[src/rtl/mux_seq_pkg.sv]
// Shared types and constants for the 4:1 mux select sequencer.
package mux_seq_pkg;
    localparam int         NCH     = 4;
    localparam int         SEL_W   = 2;
    localparam logic [1:0] LAST_CH = 2'd3;

    typedef enum logic [1:0] {
        IDLE   = 2'd0,
        SETTLE = 2'd1,
        SAMPLE = 2'd2
    } state_t;
endpackage

[src/rtl/mux_seq_dwell_cnt.sv]
// Loadable down-counter timing the per-channel settle window; clear wins over load.
module mux_seq_dwell_cnt #(
    parameter int CNT_W = 8
) (
    input  logic             clk,
    input  logic             rst_n,
    input  logic             clear,
    input  logic             load,
    input  logic [CNT_W-1:0] load_val,
    input  logic             dec,
    output logic [CNT_W-1:0] value,
    output logic             zero
);
    always_ff @(posedge clk or negedge rst_n) begin
        if (!rst_n)     value <= '0;
        else if (clear) value <= '0;
        else if (load)  value <= load_val;
        else if (dec)   value <= value - 1'b1;
    end

    assign zero = (value == '0);
endmodule

[src/rtl/mux_sel_sequencer.sv]
// Sweeps mux select 0..3, samples mux_out after DWELL settle cycles, assembles 4-bit frames.
// Optional frame parity output enabled by defining MUX_SEQ_PARITY_EN.
module mux_sel_sequencer
    import mux_seq_pkg::*;
#(
    parameter int DWELL = 2,
    parameter int CNT_W = 8
) (
    input  logic             clk,
    input  logic             rst_n,
    input  logic             start,
    input  logic             mode,
    input  logic             abort,
    input  logic             mux_out,
    output logic [SEL_W-1:0] s,
    output logic             busy,
    output logic             sample_vld,
    output logic [SEL_W-1:0] sample_ch,
    output logic             sample_bit,
    output logic [NCH-1:0]   frame,
    output logic             frame_vld
`ifdef MUX_SEQ_PARITY_EN
    ,
    output logic             frame_par
`endif
);
    state_t           state, state_nxt;
    logic             mode_q;
    logic [NCH-2:0]   shadow;
    logic             cnt_clr, cnt_load, cnt_dec, cnt_zero;
    logic [CNT_W-1:0] cnt_val;
    logic             capture;

    mux_seq_dwell_cnt #(.CNT_W(CNT_W)) u_dwell (
        .clk      (clk),
        .rst_n    (rst_n),
        .clear    (cnt_clr),
        .load     (cnt_load),
        .load_val (CNT_W'(DWELL - 1)),
        .dec      (cnt_dec),
        .value    (cnt_val),
        .zero     (cnt_zero)
    );

    always_ff @(posedge clk or negedge rst_n) begin
        if (!rst_n) state <= IDLE;
        else        state <= state_nxt;
    end

    // Capture happens on the edge leaving the last SETTLE cycle, so the sample
    // outputs are registered and valid throughout the SAMPLE cycle.
    always_comb begin
        state_nxt = state;
        cnt_clr   = 1'b0;
        cnt_load  = 1'b0;
        cnt_dec   = 1'b0;
        capture   = 1'b0;
        if (abort) begin
            state_nxt = IDLE;
            cnt_clr   = 1'b1;
        end else begin
            case (state)
                IDLE: if (start) begin
                    state_nxt = SETTLE;
                    cnt_load  = 1'b1;
                end
                SETTLE: if (cnt_zero) begin
                    state_nxt = SAMPLE;
                    capture   = 1'b1;
                end else begin
                    cnt_dec = 1'b1;
                end
                SAMPLE: if (s != LAST_CH || mode_q) begin
                    state_nxt = SETTLE;
                    cnt_load  = 1'b1;
                end else begin
                    state_nxt = IDLE;
                end
                default: state_nxt = IDLE;
            endcase
        end
    end

    always_ff @(posedge clk or negedge rst_n) begin
        if (!rst_n) begin
            s          <= '0;
            mode_q     <= 1'b0;
            shadow     <= '0;
            sample_vld <= 1'b0;
            sample_ch  <= '0;
            sample_bit <= 1'b0;
            frame      <= '0;
            frame_vld  <= 1'b0;
        end else begin
            sample_vld <= capture;
            frame_vld  <= capture && (s == LAST_CH);
            if (abort) begin
                s      <= '0;
                shadow <= '0;
            end else begin
                if (state == IDLE && start) mode_q <= mode;
                // s+1 wraps 3->0 for both continuous and the return to IDLE.
                if (state == SAMPLE) s <= s + 1'b1;
                if (capture) begin
                    sample_ch  <= s;
                    sample_bit <= mux_out;
                    for (int i = 0; i < NCH - 1; i++)
                        if (s == SEL_W'(i)) shadow[i] <= mux_out;
                    if (s == LAST_CH) frame <= {mux_out, shadow};
                end
            end
        end
    end

`ifdef MUX_SEQ_PARITY_EN
    always_ff @(posedge clk or negedge rst_n) begin
        if (!rst_n)                              frame_par <= 1'b0;
        else if (!abort && capture && s == LAST_CH) frame_par <= ^{mux_out, shadow};
    end
`endif

    assign busy = (state != IDLE);
endmodule

[config.mk]
export PLATFORM = sky130hd
export DESIGN_NAME = mux_sel_sequencer
export DESIGN_NICKNAME = d
export VERILOG_FILES = /design/src/rtl/mux_seq_pkg.sv /design/src/rtl/mux_seq_dwell_cnt.sv /design/src/rtl/mux_sel_sequencer.sv
export SDC_FILE = /design/constraint.sdc
export NUM_CORES = 1
export LEC_CHECK = 0
export ABC_AREA = 1
export BUFFER_PORTS_ARGS = -buffer_cell sky130_fd_sc_hd__buf_2
export CORE_UTILIZATION = 35
export CTS_CLUSTER_DIAMETER = 60
export CTS_CLUSTER_SIZE = 14
export DETAILED_ROUTE_END_ITERATION = 7
export GPL_TIMING_DRIVEN = 0
export PLACE_DENSITY = 0.64
export SLEW_MARGIN = 20
export SYNTH_ARGS = -nofsm -noshare
export SYNTH_HDL_FRONTEND = slang
export SYNTH_HIERARCHICAL = 1
export SYNTH_SLANG_ARGS = --single-unit
export TNS_END_PERCENT = 30
[constraint.sdc]
create_clock -name clk -period 5.9 [get_ports clk]
set_clock_uncertainty 0.1 [all_clocks]
set_input_delay 1.18 -clock clk [delete_from_list [all_inputs] [get_ports clk]]
set_output_delay 1.18 -clock clk [all_outputs]
set_load 0.01 [all_outputs]
==> flow_metrics.env, run 1 <==
export IMPL_synth_most_common_cell="nand2_1"
export IMPL_worst_slew_pin_slew_ps=817.1
export IMPL_antenna_found_initial=0
export IMPL_clk_pin_slew_ps=100
export IMPL_vias=1132
export IMPL_grt_ovfl_total=0
export IMPL_hold_buffers=0
export IMPL_maxCapViolations=0
export IMPL_path_buf_inv=3
export IMPL_period_share_pct=43.68
export IMPL_grt_pass1_vias=1062
export IMPL_reg2reg_slack_ps=3320
export IMPL_crit_slowest_cell="nor4_1"
export IMPL_yosys_register_bits=25
export IMPL_numClockSinks=25
export IMPL_drt_wl_total_um=2729
export IMPL_end_kind="flip-flop"
export IMPL_place_gp_congestion=0.8389
export IMPL_synthTopCellsByCount="nand2_1 (45), dfrtp_1 (25), nor2_1 (23)"
export IMPL_min_delay_path_depth=2
export IMPL_post_route_drc_count=0
export IMPL_synth_cells=181
export IMPL_grt_use_total_pct=14.50
export IMPL_synth_edff_count=0
export IMPL_worst_setup_path_type="reg2reg"
export IMPL_switching_share_pct=45.64
export IMPL_yosysSeqAreaShare_pct=44.21
export IMPL_via_per_inst=4.422
export IMPL_cts_setup_buffers=0
export IMPL_p_int_mw=0.4038
export IMPL_p_per_area_nw_per_um2=455.0
export IMPL_arrival_ps=2630
export IMPL_hp_class="reg2reg"
export IMPL_wl_per_cell_um=10.66
export IMPL_power_frac_seq_pct=35.0
export IMPL_syn_mean_instance_area_um2=7.818
export IMPL_r2r_start="u_dwell/value[0]$_DFFE_PN0P_"
export IMPL_first_pass_iters=4
export IMPL_endpoint="u_dwell/value[4]$_DFFE_PN0P_"
export IMPL_startpoint="u_dwell/value[0]$_DFFE_PN0P_"
export IMPL_setup_viol=0
export IMPL_outcome="complete, no violations"
export IMPL_p_leak_nw=0.9138
export IMPL_cts_buffer_depth=2
export IMPL_io_buffers=17
export IMPL_nNetsFinal=221
export IMPL_synth_area_top_cells="dfrtp_1 (44%), nand2_1 (12%), nor2_1 (6.1%), inv_1 (5.8%), nand3_1 (5.7%)"
export IMPL_critical_path_depth=11
export IMPL_die_y_um=65.59
export IMPL_drtIter0Drc=45
export IMPL_drive_gt1_share_pct=19.23
export IMPL_initial_utilization_pct=37.52
export IMPL_p_sw_mw=0.3391
export IMPL_multi_input_area_um2=696.9
export IMPL_cts_root_buf="clkbuf_8"
export IMPL_r2r_cells=11
export IMPL_fill_cells=389
export IMPL_coreArea_um2=3771
export IMPL_whs_ps=375.2
export IMPL_finalSetupTns_ps=0
export IMPL_synth_ff_type="dfrtp_1"
export IMPL_cp_max_fo=8
export IMPL_clkPwrFrac_pct=14.2
export IMPL_pin_count=18
export IMPL_antennaDiodeCount=0
export IMPL_row_count=22
export IMPL_synth_warnings=6
export IMPL_crit_family="simple AND/OR/NAND/NOR gates"
export IMPL_hold_viol_final=0
export IMPL_dieArea_um2=4301
export IMPL_clock_latency_ps=270
export IMPL_required_ps=5960
export IMPL_dp_hpwl_um=2065
export IMPL_fmax_mhz=388.0
export IMPL_cts_tree="built"
export IMPL_synth_area_um2=1415
export IMPL_cp_common_cell="inv_1"
export IMPL_synth_top_area_share_pct=44.21
export IMPL_yosys_area_top_type="dfrtp_1"
export IMPL_numCtsBuffers=3
export IMPL_area_growth_syn_to_layout_pct=15.38
export IMPL_synth_async_reset_ratio_pct=100.0
export IMPL_min_period_ps=2577
export IMPL_drv_slew=0
export IMPL_slowest_delay_ps=630
export IMPL_relSlewSlack_pct=45.03
export IMPL_r2r_end="u_dwell/value[4]$_DFFE_PN0P_"
export IMPL_worstPathCellList="inv_1 -> ha_1 -> nand3_1 -> nor4_1 -> inv_1 -> nand3_1 -> inv_1 -> o21ai_2 -> nor2_1 -> o21ai_1 -> o21ai_0"
export IMPL_ys_types=25
export IMPL_grt_pass1_wl_um=4788
export IMPL_h_tree_depth=1
export IMPL_ant_nets=0
export IMPL_regArea_um2=625.6
export IMPL_grt_max_degree=26
export IMPL_start_kind="flip-flop"
export IMPL_rsz0062_at_grt="no"
export IMPL_die_x_um=65.59
export IMPL_peakVddDrop_mv=0.1855
export IMPL_cts_resized=0
export IMPL_combPwrFrac_pct=50.8
==> worst reg2reg max path, cell delays in order (launching register included) <==
cell	delay [ps]
dfrtp_1	420
inv_1	140
ha_1	190
nand3_1	80
nor4_1	630
inv_1	100
nand3_1	130
inv_1	70
o21ai_2	330
nor2_1	90
o21ai_1	100
o21ai_0	100
==> stage by stage <==
step           utilization [%]  worst slack [ps]  std cells  cell area (um^2)  power (mW)
5_1_grt                  43.30              3072        256              1633      0.8196
3_3_place_gp             41.97              3282        252              1583      0.6306
3_5_place_dp             41.97              3265        252              1583      0.6371
2_1_floorplan                -              3734        187              1438      0.5531
6_report                 43.30              3323        256              1633      0.7429
4_1_cts                  43.30              3319        256              1633      0.7471
==> state kept, by name, summed over array words and instances (netlist names) <==
name,flops
frame,4
frame_vld,1
mode_q,1
s,2
sample_bit,1
sample_ch,2
sample_vld,1
shadow,3
state,2
u_dwell/value,8
==> cell families after synthesis <==
logic type,count (synthesis),synth area share (%)
AO/OA/AOI/OAI,22,8.488
XOR/XNOR,1,0.6190
adder cells (fa/ha/maj),6,5.305
buffers and inverters,28,8.134
flip-flops,25,44.21
other,2,0.5307
AND/OR/NAND/NOR,97,32.71
==> cell type report <==
type | instances | area share, %
Buffer | 1 | 0.6897
Timing Repair Buffer | 17 | 5.211
Inverter | 27 | 6.360
Clock buffer | 3 | 2.529
Multi-Input combinational cell | 134 | 42.68
Sequential cell | 25 | 38.31
Tap cell | 48 | 3.678
Clock inverter | 1 | 0.5364
==> layout by cell type, fill, tap and decap left out <==
cell,n
nand3_2,1
nand2_2,2
nor4_1,1
inv_6,1
inv_1,22
xor2_1,1
nor2_2,3
buf_6,1
nand4_2,1
inv_4,1
conb_1,8
o21ai_0,11
nand3_1,16
o22ai_1,2
buf_2,17
nand2_1,45
inv_2,4
nand4_4,1
a21oi_1,1
o21ai_2,2
nor2_4,2
clkbuf_8,3
ha_1,6
nand3_4,1
dfrtp_1,25
o21ai_1,6
nor2_1,23
nand4_1,1
==> worst min-delay path by stage <==
stage	start	end
4_1_cts	frame[2]$_DFFE_PN0P_	frame[2]$_DFFE_PN0P_
6_report	frame[2]$_DFFE_PN0P_	frame[2]$_DFFE_PN0P_
2_1_floorplan	mode_q$_DFFE_PN0P_	mode_q$_DFFE_PN0P_
3_3_place_gp	frame[1]$_DFFE_PN0P_	frame[1]$_DFFE_PN0P_
5_1_grt	frame[2]$_DFFE_PN0P_	frame[2]$_DFFE_PN0P_
3_5_place_dp	frame[2]$_DFFE_PN0P_	frame[2]$_DFFE_PN0P_
==> routing by layer <==
layer / global-route usage (%) / up-vias / part of all wire [%]
met5: 0 / - / 0
met2: 21.91 / 17 / 44
met1: 19.96 / 496 / 53
met4: 5.707 / 0 / 1.2
met3: 3.125 / 2 / 2.3
li1: - / 617 / -
==> power groups by stage <==
stage,Sequential (mW),Combinational (mW),Clock (mW)
after detailed placement,0.263,0.374,0
after global routing,0.266,0.434,0.119
final,0.260,0.377,0.106
after global placement,0.262,0.369,0
after CTS,0.260,0.376,0.111
after floorplan,0.258,0.295,0
Power figures use the tool's default switching activity.
==> run 2: changes to the inputs <==
--- a/config.mk
+++ b/config.mk
@@ -5,7 +5,7 @@
 export SDC_FILE = /design/constraint.sdc
 export NUM_CORES = 1
 export LEC_CHECK = 0
-export ABC_AREA = 1
+export ABC_AREA = 0
 export BUFFER_PORTS_ARGS = -buffer_cell sky130_fd_sc_hd__buf_2
 export CORE_UTILIZATION = 35
 export CTS_CLUSTER_DIAMETER = 60
==> constraint.sdc (replaced) <==
create_clock -name clk -period 2.65 [get_ports clk]
set_clock_uncertainty 0.1 [all_clocks]
set_input_delay 0.53 -clock clk [delete_from_list [all_inputs] [get_ports clk]]
set_output_delay 0.53 -clock clk [all_outputs]
set_load 0.01 [all_outputs]
==> run 2 against run 1 <==
  * Hold slack worse by 240 ps
  * Global-route usage down 1.0 points
  * Sequential power grew 78%
  * Clock-buffer cell count is the same
  * Core utilization rose by 2.8 points
  * Design area up 4.8%
  * Critical path depth decreased by 4
  * Clock power rose by 120%
  * Register-to-register slack lost 3300 ps
  * Highest routed layer unchanged
==> flow_metrics.env, run 2 <==
export IMPL_outcome="complete, no violations"
export IMPL_fin_cells=211
export IMPL_fin_area_um2=1712
export IMPL_drv_slew=0
export IMPL_numCtsBuffers=3
export IMPL_maxCapViolations=0
export IMPL_relSlewSlack_pct=62.40
export IMPL_dp_hpwl_um=1809
export IMPL_cts_buffer_depth=2
export IMPL_rsz0062_at_grt="yes"
export IMPL_reg2reg_slack_ps=70
export IMPL_drt_wl_total_um=2685
export IMPL_synth_warnings=6
export IMPL_antenna_found_initial=0
export IMPL_fmax_mhz=387.6
export IMPL_period_share_pct=97.36
export IMPL_clk_pin_slew_ps=90
export IMPL_grt_ovfl_total=0
export IMPL_vias=1026
export IMPL_initial_utilization_pct=37.07
export IMPL_grt_use_total_pct=13.48
export IMPL_area_growth_syn_to_layout_pct=24.25
export IMPL_grt_pass1_wl_um=4319
export IMPL_peakVddDrop_mv=0.3640
export IMPL_r2r_start="u_dwell/value[5]$_DFFE_PN0P_"
export IMPL_setup_ws_ps=69.97
export IMPL_cp_max_fo=6
export IMPL_ant_nets=0
export IMPL_largestRegisters="u_dwell/value (8), frame (4), shadow (3)"
export IMPL_r2r_end="u_dwell/value[6]$_DFFE_PN0P_"
export IMPL_cts_root_buf="clkbuf_8"
export IMPL_grt_pass1_vias=924
export IMPL_clock_latency_ps=270
export IMPL_antennaDiodeCount=0
export IMPL_yosys_register_bits=25
export IMPL_dieArea_um2=4191
export IMPL_first_pass_iters=4
export IMPL_largest_register="u_dwell/value"
export IMPL_end_kind="flip-flop"
export IMPL_largest_reg_flops=8
export IMPL_hold_viol_final=0
export IMPL_pin_count=18
export IMPL_syn_mean_instance_area_um2=11.11
export IMPL_start_kind="flip-flop"
export IMPL_ys_types=42
export IMPL_finalSetupTns_ps=0
export IMPL_cts_tree="built"
export IMPL_hp_class="in2async"
export IMPL_crit_family="simple AND/OR/NAND/NOR gates"
export IMPL_coreArea_um2=3716
export IMPL_dp_cells=195
export IMPL_worstPathCellList="or4_4 -> nor4b_4 -> and2b_1 -> nor3b_4 -> and4bb_1 -> and3b_1 -> o31a_1"
export IMPL_place_gp_congestion=0.7676
export IMPL_wl_per_cell_um=12.73
export IMPL_post_route_drc_count=0
export IMPL_die_x_um=64.74
export IMPL_via_per_inst=4.863
export IMPL_row_count=22
export IMPL_yosys_area_top_type="dfrtp_1"
export IMPL_p_per_area_nw_per_um2=579.7
export IMPL_pre_cts_slack_ps=-273.2
export IMPL_worst_setup_path_type="reg2reg"
export IMPL_synth_edff_count=0
export IMPL_r2r_cells=7
export IMPL_fill_cells=352
export IMPL_p_leak_nw=0.8624
export IMPL_die_y_um=64.74
export IMPL_slowest_delay_ps=550
export IMPL_synth_ff_type="dfrtp_1"
export IMPL_synth_async_reset_ratio_pct=100.0
export IMPL_final_cell_mix="dfrtp_1 (24), buf_2 (19), buf_4 (13), nor2_1 (11), conb_1 (8)"
export IMPL_nNetsFinal=176
export IMPL_synth_area_um2=1378
export IMPL_required_ps=2720
export IMPL_synth_area_top_cells="dfrtp_1 (45%), ha_1 (5.4%), mux2_4 (4.4%), mux2_2 (3.3%), nor2_1 (3.0%)"
export IMPL_drive_gt1_share_pct=33.74
export IMPL_path_buf_inv=0
export IMPL_setup_viol=0
export IMPL_drtIter0Drc=35
export IMPL_io_buffers=17
export IMPL_min_period_ps=2580
export IMPL_mostFrequentLayoutCell="dfrtp_1"
export IMPL_synth_cells=124
export IMPL_numClockSinks=25
export IMPL_yosysSeqAreaShare_pct=45.41
export IMPL_synthTopCellsByCount="dfrtp_1 (25), nor2_1 (11), inv_1 (7)"
export IMPL_fin_util_pct=46.06
export IMPL_place_area_um2=1545
export IMPL_worst_slew_pin_slew_ps=564.0
export IMPL_synth_most_common_cell="dfrtp_1"
export IMPL_h_tree_depth=1
export IMPL_grt_max_degree=26
export IMPL_crit_slowest_cell="or4_4"
export IMPL_arrival_ps=2650
export IMPL_synth_top_area_share_pct=45.41
[run 2: how the worst max path moves through the flow]
| stage | startpoint | endpoint | slack [ps] | depth (start not counted) |
|---|---|---|---|---|
| 6_report | u_dwell/value[5]$_DFFE_PN0P_ | u_dwell/value[6]$_DFFE_PN0P_ | 70 | 7 |
| 5_1_grt | u_dwell/value[5]$_DFFE_PN0P_ | u_dwell/value[6]$_DFFE_PN0P_ | -40 | 8 |
| 4_1_cts | u_dwell/value[4]$_DFFE_PN0P_ | u_dwell/value[6]$_DFFE_PN0P_ | -120 | 7 |
| 3_5_place_dp | u_dwell/value[4]$_DFFE_PN0P_ | u_dwell/value[6]$_DFFE_PN0P_ | -270 | 7 |
| 3_3_place_gp | u_dwell/value[4]$_DFFE_PN0P_ | u_dwell/value[6]$_DFFE_PN0P_ | -230 | 7 |
| 2_1_floorplan | u_dwell/value[4]$_DFFE_PN0P_ | u_dwell/value[6]$_DFFE_PN0P_ | 4 | 7 |
[run 2: cell type report]
| type | instances | area [um^2] | area share (%) |
|---|---|---|---|
| clock inverter | 1 | 7.507 | 0.4386 |
| buffer | 6 | 28.78 | 1.681 |
| timing repair buffer | 29 | 175.2 | 10.23 |
| clock buffer | 3 | 41.29 | 2.412 |
| sequential | 25 | 626.9 | 36.62 |
| tap | 48 | 60.06 | 3.509 |
| inverter | 8 | 30.03 | 1.754 |
| multi-input combinational | 91 | 742.0 | 43.35 |
[run 2: repair_timing]
item / in CTS / in global routing
endpoints found under the setup margin: 5 / 5
buffers inserted: 0 / 12
gates resized for setup: 3 / 2
hold buffers: 0 / 0
pin swaps: 0 / 5
[run 2: worst reg2reg max path, cell delays in order, from the launching register on]
cell,delay [ps]
dfrtp_1,430
or4_4,550
nor4b_4,320
and2b_1,230
nor3b_4,170
and4bb_1,270
and3b_1,180
o31a_1,230
[run 2: where the power goes]
group | total [mW] | internal (mW) | switching (mW)
clock network | 0.234 | 0.107 | 0.127
registers | 0.463 | 0.420 | 0.0423
logic | 0.296 | 0.167 | 0.129
[run 2: per-stage QoR]
step                hold WS, ps  power, mW
finish                    139.6     0.9922
global route              181.0      1.051
detailed placement        393.7     0.6892
CTS                       154.2     0.9376
global placement          385.6     0.6802
floorplan                 134.4     0.6249
[run 2: logic make-up after synthesis]
family                   share of synthesized area, %
buffers and inverters                           4.269
flip-flops                                      45.41
multiplexers                                    10.54
adder cells (fa/ha/maj)                         5.449
XOR/XNOR                                        3.180
other                                          0.5452
AND/OR/NAND/NOR                                 21.34
AO/OA/AOI/OAI                                   9.265
[run 2: metal layers]
layer | up-vias | routed length, um | track usage [%]
met5 | - | 0 | 0
met2 | 20 | 1317 | 22.27
met1 | 490 | 1242 | 17.25
met3 | 4 | 105 | 3.697
li1 | 512 | - | -
met4 | 0 | 19 | 3.333
==> run 3: changes to the inputs <==
--- a/config.mk
+++ b/config.mk
@@ -7,12 +7,12 @@
 export LEC_CHECK = 0
 export ABC_AREA = 0
 export BUFFER_PORTS_ARGS = -buffer_cell sky130_fd_sc_hd__buf_2
-export CORE_UTILIZATION = 35
+export CORE_UTILIZATION = 45
 export CTS_CLUSTER_DIAMETER = 60
 export CTS_CLUSTER_SIZE = 14
 export DETAILED_ROUTE_END_ITERATION = 7
 export GPL_TIMING_DRIVEN = 0
-export PLACE_DENSITY = 0.64
+export PLACE_DENSITY = 0.78
 export SLEW_MARGIN = 20
 export SYNTH_ARGS = -nofsm -noshare
 export SYNTH_HDL_FRONTEND = slang
==> constraint.sdc (replaced) <==
create_clock -name clk -period 2.1 [get_ports clk]
set_clock_uncertainty 0.1 [all_clocks]
set_input_delay 0.42 -clock clk [delete_from_list [all_inputs] [get_ports clk]]
set_output_delay 0.42 -clock clk [all_outputs]
set_load 0.01 [all_outputs]
==> run 3 against run 2 <==
  * The run now ends with design-rule violations, negative setup slack left
  * Sequential share of layout area down 0.30 points
  * Combinational power grew 39%
  * Die area shrank 22%
  * Design area rose by 1.0%
  * Core utilization is 15 points higher
  * Highest routed layer unchanged
==> flow_metrics.env, run 3 (same netlist as run 2, synthesis figures left out) <==
export IMPL_p_leak_nw=0.8773
export IMPL_p_per_area_nw_per_um2=698.6
export IMPL_ant_nets=0
export IMPL_h_tree_depth=1
export IMPL_mostFrequentLayoutCell="dfrtp_1"
export IMPL_cp_max_fo=5
export IMPL_antennaDiodeCount=0
export IMPL_largest_register="u_dwell/value"
export IMPL_initial_utilization_pct=48.70
export IMPL_r2r_end="u_dwell/value[6]$_DFFE_PN0P_"
export IMPL_pin_count=18
export IMPL_setup_ws_ps=-412.1
export IMPL_row_count=19
export IMPL_grt_max_degree=26
export IMPL_grt_use_total_pct=18.92
export IMPL_die_x_um=57.33
export IMPL_p_sw_mw=0.3855
export IMPL_largestRegisters="u_dwell/value (8), frame (4), shadow (3)"
export IMPL_antenna_found_initial=0
export IMPL_whs_ps=209.2
export IMPL_peakVddDrop_mv=0.4088
export IMPL_grt_pass1_vias=1021
export IMPL_rsz0062_at_grt="yes"
export IMPL_wl_per_cell_um=14.74
export IMPL_clock_latency_ps=330
export IMPL_required_ps=2220
export IMPL_power_frac_seq_pct=47.6
export IMPL_die_y_um=57.33
export IMPL_via_per_inst=5.328
export IMPL_dp_hpwl_um=1928
export IMPL_coreArea_um2=2829
export IMPL_fmax_mhz=398.1
export IMPL_hp_class="in2reg"
export IMPL_dieArea_um2=3287
export IMPL_hold_path_end="mode_q$_DFFE_PN0P_"
export IMPL_vias=1039
export IMPL_end_kind="flip-flop"
export IMPL_period_share_pct=119.6
export IMPL_first_pass_iters=6
export IMPL_clkPwrFrac_pct=18.4
export IMPL_numClockSinks=25
export IMPL_startpoint="u_dwell/value[4]$_DFFE_PN0P_"
export IMPL_nNetsFinal=177
export IMPL_setup_viol=17
export IMPL_min_period_ps=2512
export IMPL_grt_pass1_wl_um=4712
export IMPL_hp_start="mode"
export IMPL_cts_tree="built"
export IMPL_worst_setup_path_type="reg2reg"
export IMPL_numCtsBuffers=3
export IMPL_drive_gt1_share_pct=37.20
export IMPL_maxCapViolations=0
export IMPL_cts_buffer_depth=2
export IMPL_hold_viol_final=0
export IMPL_p_int_mw=0.8225
export IMPL_place_gp_congestion=0.7608
export IMPL_drt_wl_total_um=2874
export IMPL_drtIter0Drc=31
export IMPL_r2r_cells=7
export IMPL_clk_pin_slew_ps=150
export IMPL_drv_slew=0
export IMPL_largest_reg_flops=8
export IMPL_pre_cts_slack_ps=-624.8
export IMPL_outcome="complete, but fails checks"
export IMPL_area_growth_syn_to_layout_pct=25.52
export IMPL_cts_root_buf="clkbuf_4"
export IMPL_switching_share_pct=31.91
export IMPL_grt_ovfl_total=0
export IMPL_worst_slew_pin_slew_ps=551.0
export IMPL_relSlewSlack_pct=63.27
export IMPL_start_kind="flip-flop"
export IMPL_reg2reg_slack_ps=-410
export IMPL_violations="design-rule violations, negative setup slack"
export IMPL_combPwrFrac_pct=34.0
export IMPL_post_route_drc_count=2
export IMPL_min_delay_path_depth=2
export IMPL_final_cell_mix="dfrtp_1 (23), buf_2 (19), buf_4 (12), nor2_1 (11), conb_1 (8)"
export IMPL_io_buffers=17
export IMPL_r2r_start="u_dwell/value[4]$_DFFE_PN0P_"
export IMPL_arrival_ps=2630
==> run 3: cell type report <==
cell class / count / area [um^2]
multi-input cells: 91 / 779.5
inverters: 8 / 30.03
plain buffers: 6 / 36.28
repair buffers: 30 / 188.9
fillers: 223 / 1100
well taps: 31 / 38.79
clock buffers: 3 / 22.52
clock inverters: 1 / 5.005
flip-flops and latches: 25 / 628.1
==> run 3: repair_timing <==
action / in CTS / in global routing
cloned: 0 / 0
hold endpoints to repair: 25 / 0
setup endpoints to repair: 17 / 17
pin swaps: 4 / 4
hold buffers: 1 / 0
gates resized for setup: 3 / 13
setup buffers: 10 / 2
==> run 3: stage by stage <==
| stage | instances | util, % | instance area [um^2] | TNS [ps] | power, mW |
|---|---|---|---|---|---|
| 2_1_floorplan | 130 | - | 1420 | -2725 | 0.8060 |
| 3_3_place_gp | 178 | 54.58 | 1544 | -5187 | 0.8735 |
| 3_5_place_dp | 178 | 54.58 | 1544 | -6195 | 0.8924 |
| 4_1_cts | 193 | 58.82 | 1664 | -4333 | 1.168 |
| 5_1_grt | 195 | 61.12 | 1729 | -5085 | 1.270 |
| 6_report | 195 | 61.12 | 1729 | -4033 | 1.208 |
==> run 3: metal layers <==
metal  global-route usage [%]  part of all wire (%)
met5                        0                     0
met4                    7.317                   1.5
met3                    2.721                   3.1
met2                    32.61                    52
met1                    24.08                    44
==> run 3: power by group through the flow <==
stage | Clock [mW] | Combinational (mW) | Sequential, mW
final | 0.223 | 0.411 | 0.575
after global placement | 0 | 0.286 | 0.588
after floorplan | 0 | 0.215 | 0.591
after CTS | 0.230 | 0.366 | 0.572
after global routing | 0.246 | 0.442 | 0.582
after detailed placement | 0 | 0.299 | 0.593
==> run 3: worst max-delay path: stages, from the launching register on <==
cell and delay (ps):
dfrtp_2 430, or4_4 560, nor4b_4 270, and2b_1 230, nor3b_4 160, and4bb_1 250, and3b_1 180, o31a_1 240
==> run 3: worst max-delay path by stage <==
| stage | end | slack [ps] | cells after the start |
|---|---|---|---|
| 3_3_place_gp | u_dwell/value[6]$_DFFE_PN0P_ | -560 | 7 |
| 4_1_cts | u_dwell/value[6]$_DFFE_PN0P_ | -370 | 7 |
| 2_1_floorplan | u_dwell/value[6]$_DFFE_PN0P_ | -410 | 7 |
| 3_5_place_dp | u_dwell/value[6]$_DFFE_PN0P_ | -620 | 7 |
| 5_1_grt | u_dwell/value[6]$_DFFE_PN0P_ | -470 | 7 |
| 6_report | u_dwell/value[6]$_DFFE_PN0P_ | -410 | 7 |
